**config.mk**
```make
export PLATFORM = sky130hd
export DESIGN_NAME = fpu16_issue_queue
export DESIGN_NICKNAME = d
export VERILOG_FILES = /design/src/rtl/fpu16_issue_queue.sv
export SDC_FILE = /design/constraint.sdc
export NUM_CORES = 1
export LEC_CHECK = 0
export CORE_AREA = 8 8 157 159
export CTS_BUF_LIST = sky130_fd_sc_hd__clkbuf_8
export CTS_CLUSTER_DIAMETER = 50
export DETAILED_ROUTE_END_ITERATION = 10
export DIE_AREA = 0 0 165 167
export GPL_TIMING_DRIVEN = 0
export PLACE_DENSITY = 0.74
export SLEW_MARGIN = 20
export SYNTH_ARGS = -nofsm -noshare
export SYNTH_HDL_FRONTEND = slang
export SYNTH_SLANG_ARGS = --single-unit
```
**constraint.sdc**
```tcl
create_clock -name clock -period 3.2 [get_ports clock]
set_input_delay 0.32 -clock clock [delete_from_list [all_inputs] [get_ports clock]]
set_output_delay 0.32 -clock clock [all_outputs]
set_load 0.05 [all_outputs]
```
**src/rtl/fpu16_issue_queue.sv**
```systemverilog
// fpu16_issue_queue: tagged request FIFO -> combinational FP16 FPU -> tagged response FIFO.
// Latency: 2 edges from request handshake to rspValid (accept, then issue). Sustains 1 op/cycle.
// Backpressure: reqReady drops when the request FIFO is full. Issue stalls when the response FIFO is full and not popping.
//
// Ports:
//   clock, reset      : system clock; synchronous active-high reset
//   req*              : client request channel (valid/ready), {op, A, B, tag}
//   fpuIn1/2, fpuOp   : operands/op driven to the FPU from the request-FIFO head (0 when empty)
//   fpuResult/fpuCond : combinational FPU outputs, sampled on the issue edge
//   rsp*              : client response channel (valid/ready), {result, cond, tag, err}
// Optional feature macro: FPU_ISSUE_MULDIV_TRAP_EN. When it is defined, MUL/DIV heads are not sent to
// the FPU. They complete in order with a qNaN result, cond=0 and rspErr=1.
module fpu16_issue_queue #(
  parameter int DEPTH = 4,
  parameter int TAG_W = 4,
  parameter int CC_W  = 4
) (
  input  logic             clock,
  input  logic             reset,
  input  logic             reqValid,
  output logic             reqReady,
  input  logic [1:0]       reqOp,
  input  logic [15:0]      reqA,
  input  logic [15:0]      reqB,
  input  logic [TAG_W-1:0] reqTag,
  output logic [15:0]      fpuIn1,
  output logic [15:0]      fpuIn2,
  output logic [1:0]       fpuOp,
  input  logic [15:0]      fpuResult,
  input  logic [CC_W-1:0]  fpuCond,
  output logic             rspValid,
  input  logic             rspReady,
  output logic [15:0]      rspResult,
  output logic [CC_W-1:0]  rspCond,
  output logic [TAG_W-1:0] rspTag,
  output logic             rspErr
);
  localparam int AW = (DEPTH > 1) ? $clog2(DEPTH) : 1;
  localparam int CW = AW + 1;
  localparam logic [CW-1:0] FULL = CW'(DEPTH);

  typedef struct packed {
    logic [1:0]       op;
    logic [15:0]      a;
    logic [15:0]      b;
    logic [TAG_W-1:0] tag;
  } req_t;

  typedef struct packed {
    logic [15:0]      result;
    logic [CC_W-1:0]  cond;
    logic [TAG_W-1:0] tag;
    logic             err;
  } rsp_t;

  req_t          req_mem_q [DEPTH];
  req_t          req_mem_d [DEPTH];
  rsp_t          rsp_mem_q [DEPTH];
  rsp_t          rsp_mem_d [DEPTH];
  logic [AW-1:0] req_wr_q, req_wr_d, req_rd_q, req_rd_d;
  logic [AW-1:0] rsp_wr_q, rsp_wr_d, rsp_rd_q, rsp_rd_d;
  logic [CW-1:0] req_cnt_q, req_cnt_d, rsp_cnt_q, rsp_cnt_d;

  logic req_push, req_nonempty, issue, rsp_pop, trap;
  req_t head;
  rsp_t rsp_head, rsp_in;

  // Handshakes, FPU drive and response formation
  always_comb begin
    head         = req_mem_q[req_rd_q];
    rsp_head     = rsp_mem_q[rsp_rd_q];
    req_nonempty = (req_cnt_q != '0);
    // reqReady comes from the registered count only, so a full FIFO stalls one cycle even while issuing.
    reqReady     = (req_cnt_q < FULL);
    rspValid     = (rsp_cnt_q != '0);
    req_push     = reqValid && reqReady;
    rsp_pop      = rspValid && rspReady;
    // A full response FIFO can still take a new entry on the same edge that it pops one.
    issue        = req_nonempty && ((rsp_cnt_q < FULL) || rsp_pop);
`ifdef FPU_ISSUE_MULDIV_TRAP_EN
    trap = head.op[1] && req_nonempty;
`else
    trap = 1'b0;
`endif
    fpuIn1 = '0;
    fpuIn2 = '0;
    fpuOp  = '0;
    if (req_nonempty && !trap) begin
      fpuIn1 = head.a;
      fpuIn2 = head.b;
      fpuOp  = head.op;
    end
    rsp_in.result = trap ? 16'h7E00 : fpuResult;
    rsp_in.cond   = trap ? '0 : fpuCond;
    rsp_in.tag    = head.tag;
    rsp_in.err    = trap;
    rspResult = '0;
    rspCond   = '0;
    rspTag    = '0;
    rspErr    = 1'b0;
    if (rspValid) begin
      rspResult = rsp_head.result;
      rspCond   = rsp_head.cond;
      rspTag    = rsp_head.tag;
      rspErr    = rsp_head.err;
    end
  end

  // Next-state for both FIFOs
  always_comb begin
    req_mem_d = req_mem_q;
    rsp_mem_d = rsp_mem_q;
    req_wr_d  = req_wr_q;
    req_rd_d  = req_rd_q;
    rsp_wr_d  = rsp_wr_q;
    rsp_rd_d  = rsp_rd_q;
    req_cnt_d = req_cnt_q;
    rsp_cnt_d = rsp_cnt_q;
    if (req_push) begin
      req_mem_d[req_wr_q] = '{op: reqOp, a: reqA, b: reqB, tag: reqTag};
      req_wr_d = req_wr_q + AW'(1);
    end
    if (issue) begin
      req_rd_d = req_rd_q + AW'(1);
      rsp_mem_d[rsp_wr_q] = rsp_in;
      rsp_wr_d = rsp_wr_q + AW'(1);
    end
    if (rsp_pop) begin
      rsp_rd_d = rsp_rd_q + AW'(1);
    end
    case ({req_push, issue})
      2'b10:   req_cnt_d = req_cnt_q + CW'(1);
      2'b01:   req_cnt_d = req_cnt_q - CW'(1);
      default: req_cnt_d = req_cnt_q;
    endcase
    case ({issue, rsp_pop})
      2'b10:   rsp_cnt_d = rsp_cnt_q + CW'(1);
      2'b01:   rsp_cnt_d = rsp_cnt_q - CW'(1);
      default: rsp_cnt_d = rsp_cnt_q;
    endcase
  end

  always_ff @(posedge clock) begin
    if (reset) begin
      for (int i = 0; i < DEPTH; i++) begin
        req_mem_q[i] <= '0;
        rsp_mem_q[i] <= '0;
      end
      req_wr_q  <= '0;
      req_rd_q  <= '0;
      rsp_wr_q  <= '0;
      rsp_rd_q  <= '0;
      req_cnt_q <= '0;
      rsp_cnt_q <= '0;
    end else begin
      req_mem_q <= req_mem_d;
      rsp_mem_q <= rsp_mem_d;
      req_wr_q  <= req_wr_d;
      req_rd_q  <= req_rd_d;
      rsp_wr_q  <= rsp_wr_d;
      rsp_rd_q  <= rsp_rd_d;
      req_cnt_q <= req_cnt_d;
      rsp_cnt_q <= rsp_cnt_d;
    end
  end
endmodule

```
=== Word-level counts from Yosys, hierarchy flattened ===
Cells that the tools add are included.

* $lt $le $gt $ge: 8
* $add $sub $neg: 8
* Divide/modulo/power cells: 0
* Reductions and logical operators: 10
* Multipliers: 0
* Mux-type cells: 21
* Shift operators: 0
* Equal/unequal tests: 4
* Bitwise gates (word level): 4

{| class="wikitable"
|+ Operators with widths
! operator !! number
|-
| bitwise mux 152 bit || 1
|-
| two-way mux 38 bit || 3
|-
| bitwise mux 100 bit || 1
|-
| binary-select mux 38 bit (select 2 bit) || 1
|-
| demux 38 bit (select 2 bit) || 1
|-
| two-way mux 25 bit || 3
|-
| binary-select mux 25 bit (select 2 bit) || 1
|-
| demux 25 bit (select 2 bit) || 1
|-
| two-way mux 16 bit || 3
|-
| greater-or-equal comparator 3 bit (second input constant) || 4
|-
| inverter 2 -> 3 bit || 4
|-
| case mux 3 bit (2 select lines) || 2
|-
| adder 2 x 1 -> 2 bit (second input constant) || 4
|-
| two-way mux 4 bit || 2
|-
| adder 3 x 1 -> 3 bit (second input constant) || 2
|-
| less-than comparator 3 x 1 -> 1 bit (second input constant) || 2
|-
| less-than comparator 3 bit (second input constant) || 2
|-
| nonzero test 3 bit || 2
|-
| subtractor 3 x 1 -> 3 bit (second input constant) || 2
|-
| logical AND 1 bit || 5
|-
| equality test 2 x 1 -> 1 bit (second input constant) || 2
|-
| equality test 2 bit (second input constant) || 2
|-
| nonzero test 2 bit || 2
|-
| two-way mux 2 bit || 1
|-
| other kinds (2) || 2
|}

* ROM bits: 0
* Input bits: 62
* Register bits: 266
* Memories kept: 0
* Latch bits: 0
* Word-level logic and storage cells: 93
* Output and inout port bits: 61
* RAM bits: 0

=== Logic depth before layout (Yosys ltp) ===
* Depth in word-level cells: 6
* Gate-level depth with buffers: 10
* Mapped depth without buffers: 9

=== Worst setup path after synthesis ===
Ideal clock, no wire load.

* Path kind: reg-to-reg
* From: register req_cnt_q[2]
* To: register rsp_cnt_q[2]
* Slack: 1.087 ns
* Library setup time: 0.070 ns
* Arrival time: 2.043 ns
* Clock period less this slack: 2.113 ns
* Cell stages (with the launch flop): 10
* Buffers on the path: 1
* Cell sequence: dfxtp_1 > or3_1 > buf_6 > nand2_1 > ha_1 > inv_1 > fa_1 > xor2_1 > or3_1 > a21oi_1

* Cells in the longest elaborated chain, start to end: 4

{| class="wikitable"
|+ Ends and longest elaborated chain
! what !! line !! text
|-
| from (decl) || 62 || <nowiki>logic [CW-1:0] req_cnt_q, req_cnt_d, rsp_cnt_q, rsp_cnt_d;</nowiki>
|-
| from (signal assigned) || 162 || <nowiki>req_cnt_q <= req_cnt_d;</nowiki>
|-
| nonzero test 3 bit * || 72 || <nowiki>req_nonempty = (req_cnt_q != '0);</nowiki>
|-
| logical AND 1 bit * || 79 || <nowiki>issue = req_nonempty && ((rsp_cnt_q < FULL) || rsp_pop);</nowiki>
|-
| equality test 2 x 1 -> 1 bit or equality test 2 bit (tied branches) || 136 || <nowiki>case ({issue, rsp_pop})</nowiki>
|-
| case mux 3 bit (2 select lines) or nonzero test 2 bit (tied branches) || n/a ||
|-
| to (signal assigned) || 163 || <nowiki>rsp_cnt_q <= rsp_cnt_d;</nowiki>
|-
| to (decl) || 62 ||
|}

Every way passes the cells marked *; elsewhere a longest branch is shown, timed or not.
A chain may end at the register's enable or synchronous reset.

=== Final worst setup path ===
* From: register req_cnt_q[2]
* To: output port fpuIn2[14]

* Cells in the longest elaborated chain, start to end: 2

{| class="wikitable"
|+ Ends and longest elaborated chain
! what !! line !! text
|-
| nonzero test 3 bit || 72 ||
|-
| two-way mux 16 bit || 88 || <nowiki>if (req_nonempty && !trap) begin</nowiki>
|-
| to (decl) || 27 || <nowiki>output logic [15:0] fpuIn2,</nowiki>
|}

No other way between the ends.

==> summary.md <==
| Metric | Value |
|---|---|
| Cell Area, Synth | 11980 sq um |
| DRC viols | 0 |
| Crit Path Class | flop to primary output |
| FP Rows | 55 |
| Worst hold path depth | 3 |
| Max Slew Vio Count | 0 |
| Post-DP Area | 13550 sq um |
| Gpl congestion | 0.9012 |
| RSZ-0062 raised after global routing | no |
| Slew HR | 0.4624 |
| Die Y | 167 um |
| CP max FO | 10 |
| Cell count after placement | 1758 |
| Initial core utilization | 0.5391 |
| Core Area | 22230 sq um |
| Peak VDD IR | 0.0004391 V |
| Worst setup EP type | primary output |
| Gate Count Post-Synth | 1352 |
| Min Clock Period, post-route | 3.125 ns |
| Pin count of the biggest net entering global routing | 13 |
| XOR/XNOR share of the synthesized area | 0.005116 |
| Post-Synth Adder-Cell Area | 0.01378 |
| Root Driver | clkbuf_8 |
| Hold Buf Count CTS | 0 |
| Number of DRC markers in iteration 0 | 1089 |
| Finished Layout Cells | 1840 |
| Synth area leaders | dfxtp_1 44%, mux4_2 11%, a21oi_1 10% |
| Fin Setup TNS | 0 ns |
| Mux cell area share after synthesis | 0.1203 |
| WP data required | 2.88 ns |
| Reg2reg start | req_cnt_q[2]$_SDFFE_PP0P_ |
| # diodes | 0 |
| Main combinational cell family by area after synthesis | simple AND/OR/NAND/NOR gates |
| Lkg Pwr | 5.356 nW |
| Hold Startpoint | reqA[6] |
| Routed vias/inst | 6.073 |
| Final Hold Viols | 0 |
| Number of nets with antenna violations after routing | 0 |
| Area Overhead vs Synth | 20.65% |
| CP Data Arrival Time | 2.81 ns |
| Worst-Margin Slew | 0.8064 ns |
| Die Area | 27560 sq um |
| WL per Instance | 20.24 um |
| Net count after synthesis | 1426 |
| Die width | 165 um |
| Status | finished clean |
| Final nets | 1593 |
| Share of layout cells above drive strength 1 | 0.1286 |
| Achievable Freq | 0.3200 GHz |
| Setup Viol. Count Final | 0 |
| Number of global-route vias before repair | 11020 |
| Global-route wire length before repair | 58960 um |
| Initial antenna violation count | 1 |
| Filler instances | 1892 |
| FF-to-FF setup slack | 0.88 ns |
| IO Pins | 123 |
| Hold Path Class | primary input to flop |
| PwrDens | 814.3 nW/um^2 |
| Drt total wl | 37240 um |
| DR vias | 11170 |
| Worst Hold End | req_mem_q[64]$_SDFFE_PP0P_ |
| Synth Area in Compound Gates | 0.1637 |
| PortBufs | 121 |
| Startpoint Class | flop |
| Distinct cells, synth | 35 |
| Clk_lat worst skew | 0.57 ns |
| Final Skew | 0.03742 ns |
| Synth area leader | dfxtp_1 |
| Design area | 14460 sq um |
| Post-CTS Setup Bufs | 0 |
| GR Overflow Total | 0 |
| Simple-gate share of the synthesized area | 0.1967 |
| Total track usage | 0.2658 |
| Sequential-to-total area share from yosys stat | 0.4377 |
| Clock buffer count from CTS | 44 |
| Dpl hpwl | 25820 um |
| Post-synth top area share | 0.4377 |
| Final worst-path cycle share | 0.9767 |
| Depth of the most critical reg-to-reg path | 9 |
| # Max-Cap Violations | 0 |
| Clk buf depth | 3 |
| Drt first pass iters | 6 |
| Mean post-synth cell area | 8.863 sq um |
| Crit Reg-Reg Endpoint | rsp_cnt_q[2]$_SDFFE_PP0P_ |
| CTS tree | built |
| Sink Count | 262 |
| Clock transition at path regs | 0.06 ns |
| Yosys reg bits | 262 |
| Synth warn | 0 |
| H-tree lvl count | 2 |
[worst max path at each step]
stage          slack, ns                 startpoint                         to  cells past startpoint
4_1_cts            0.003   req_rd_q[0]$_SDFFE_PP0P_                 fpuIn2[12]                      5
3_5_place_dp        0.13  rsp_cnt_q[2]$_SDFFE_PP0P_              rspResult[13]                      4
6_report            0.07  req_cnt_q[2]$_SDFFE_PP0P_                 fpuIn2[14]                      6
2_1_floorplan       1.09  req_cnt_q[2]$_SDFFE_PP0P_  rsp_cnt_q[2]$_SDFFE_PP0P_                      9
3_3_place_gp        0.15  rsp_cnt_q[2]$_SDFFE_PP0P_              rspResult[13]                      4
5_1_grt            0.001   rsp_rd_q[0]$_SDFFE_PP0P_              rspResult[13]                      5
[synth_stat cells, drive strengths merged]
| master | count |
|---|---|
| and2b | 11 |
| nand2b | 17 |
| mux2i | 9 |
| conb | 1 |
| inv | 20 |
| mux2 | 4 |
| nand2 | 305 |
| mux4 | 58 |
| fa | 2 |
| and3b | 4 |
| ha | 10 |
| nor3 | 6 |
| nor2b | 15 |
| or3 | 4 |
| and2 | 34 |
| buf | 86 |
| nand3 | 2 |
| a21oi | 239 |
| o311ai | 1 |
| clkbuf | 52 |
| o22ai | 16 |
| or4 | 4 |
| o31ai | 81 |
| dfxtp | 262 |
| a31o | 1 |
| a311oi | 1 |
| o21ai | 5 |
| nand4 | 80 |
| xor2 | 6 |
| nor2 | 11 |
| xnor2 | 1 |
| nand3b | 4 |
[state kept, by name, summed over array words and instances, names as in the netlist]
register / flops
req_cnt_q: 3
req_mem_q: 152
req_rd_q: 2
req_wr_q: 2
rsp_cnt_q: 3
rsp_mem_q: 96
rsp_rd_q: 2
rsp_wr_q: 2
[cell families after synthesis]
kind of cell | after synthesis
buffers and inverters | 158
AO/OA/AOI/OAI | 344
other | 1
XOR/XNOR | 7
flip-flops | 262
multiplexers | 71
AND/OR/NAND/NOR | 497
adder cells (fa/ha/maj) | 12
[layout make-up]
cell class | instances | area (sq um) | share of cell area
Sequential cell | 262 | 5245 | 0.3628
Multi-Input combinational cell | 932 | 6002 | 0.4151
Clock buffer | 53 | 729.5 | 0.05045
Inverter | 20 | 75.07 | 0.005193
Tap cell | 285 | 356.6 | 0.02466
Clock inverter | 29 | 158.9 | 0.01099
Timing Repair Buffer | 121 | 1212 | 0.08386
Buffer | 138 | 678.2 | 0.04691
[where the power goes]
| part | internal (mW) | switching, mW | leakage [nW] |
|---|---|---|---|
| registers | 3.63 | 0.230 | 2.12 |
| logic | 1.63 | 3.31 | 2.70 |
| clock network | 1.59 | 1.38 | 0.531 |
[per-stage QoR]
stage                 util  hold slack, ns  setup slack [ns]  power (mW)
floorplan                -          0.4331             1.087       7.224
global placement    0.6096          0.4386            0.1523       8.666
detailed placement  0.6096          0.4435            0.1261       8.778
CTS                 0.6489          0.3881          0.002552       11.71
global route        0.6504          0.4043          0.001397       12.31
finish              0.6504          0.4084           0.07458       11.77
[per-layer routing]
| layer | vias up | GRT usage | wire (um) |
|---|---|---|---|
| met5 | - | 0 | 13 |
| met4 | 2 | 0.09639 | 1058 |
| met3 | 103 | 0.04586 | 3196 |
| met2 | 584 | 0.4152 | 17350 |
| met1 | 5348 | 0.3618 | 15620 |
| li1 | 5137 | - | - |
[placed cells by master (no fill, tap or decap), drive strengths merged, types with 15 or more instances in the layout]
cell type	n
dfxtp	262
nand2b	17
nor2b	15
a21oi	239
inv	41
o22ai	16
o31ai	81
buf	86
and2	34
mux4	58
nand2	305
clkbuf	105
nand4	80
dlygate4sd2	25
clkdlybuf4s50	83
[worst max-delay path: stages, from the launching register on]
cell,delay [ns]
dfxtp_1,0.35
or3_1,0.40
buf_6,0.16
buf_6,0.14
clkbuf_2,0.26
and2_1,0.23
clkdlybuf4s50_1,0.70
[what timing repair did]
| item | in CTS | in global routing |
|---|---|---|
| gates cloned | 0 | 0 |
| endpoints found under the hold margin | 0 | 0 |
| setup endpoints to repair | 50 | 19 |
| gates resized for setup | 30 | 17 |
Power figures use the tool's default switching activity.
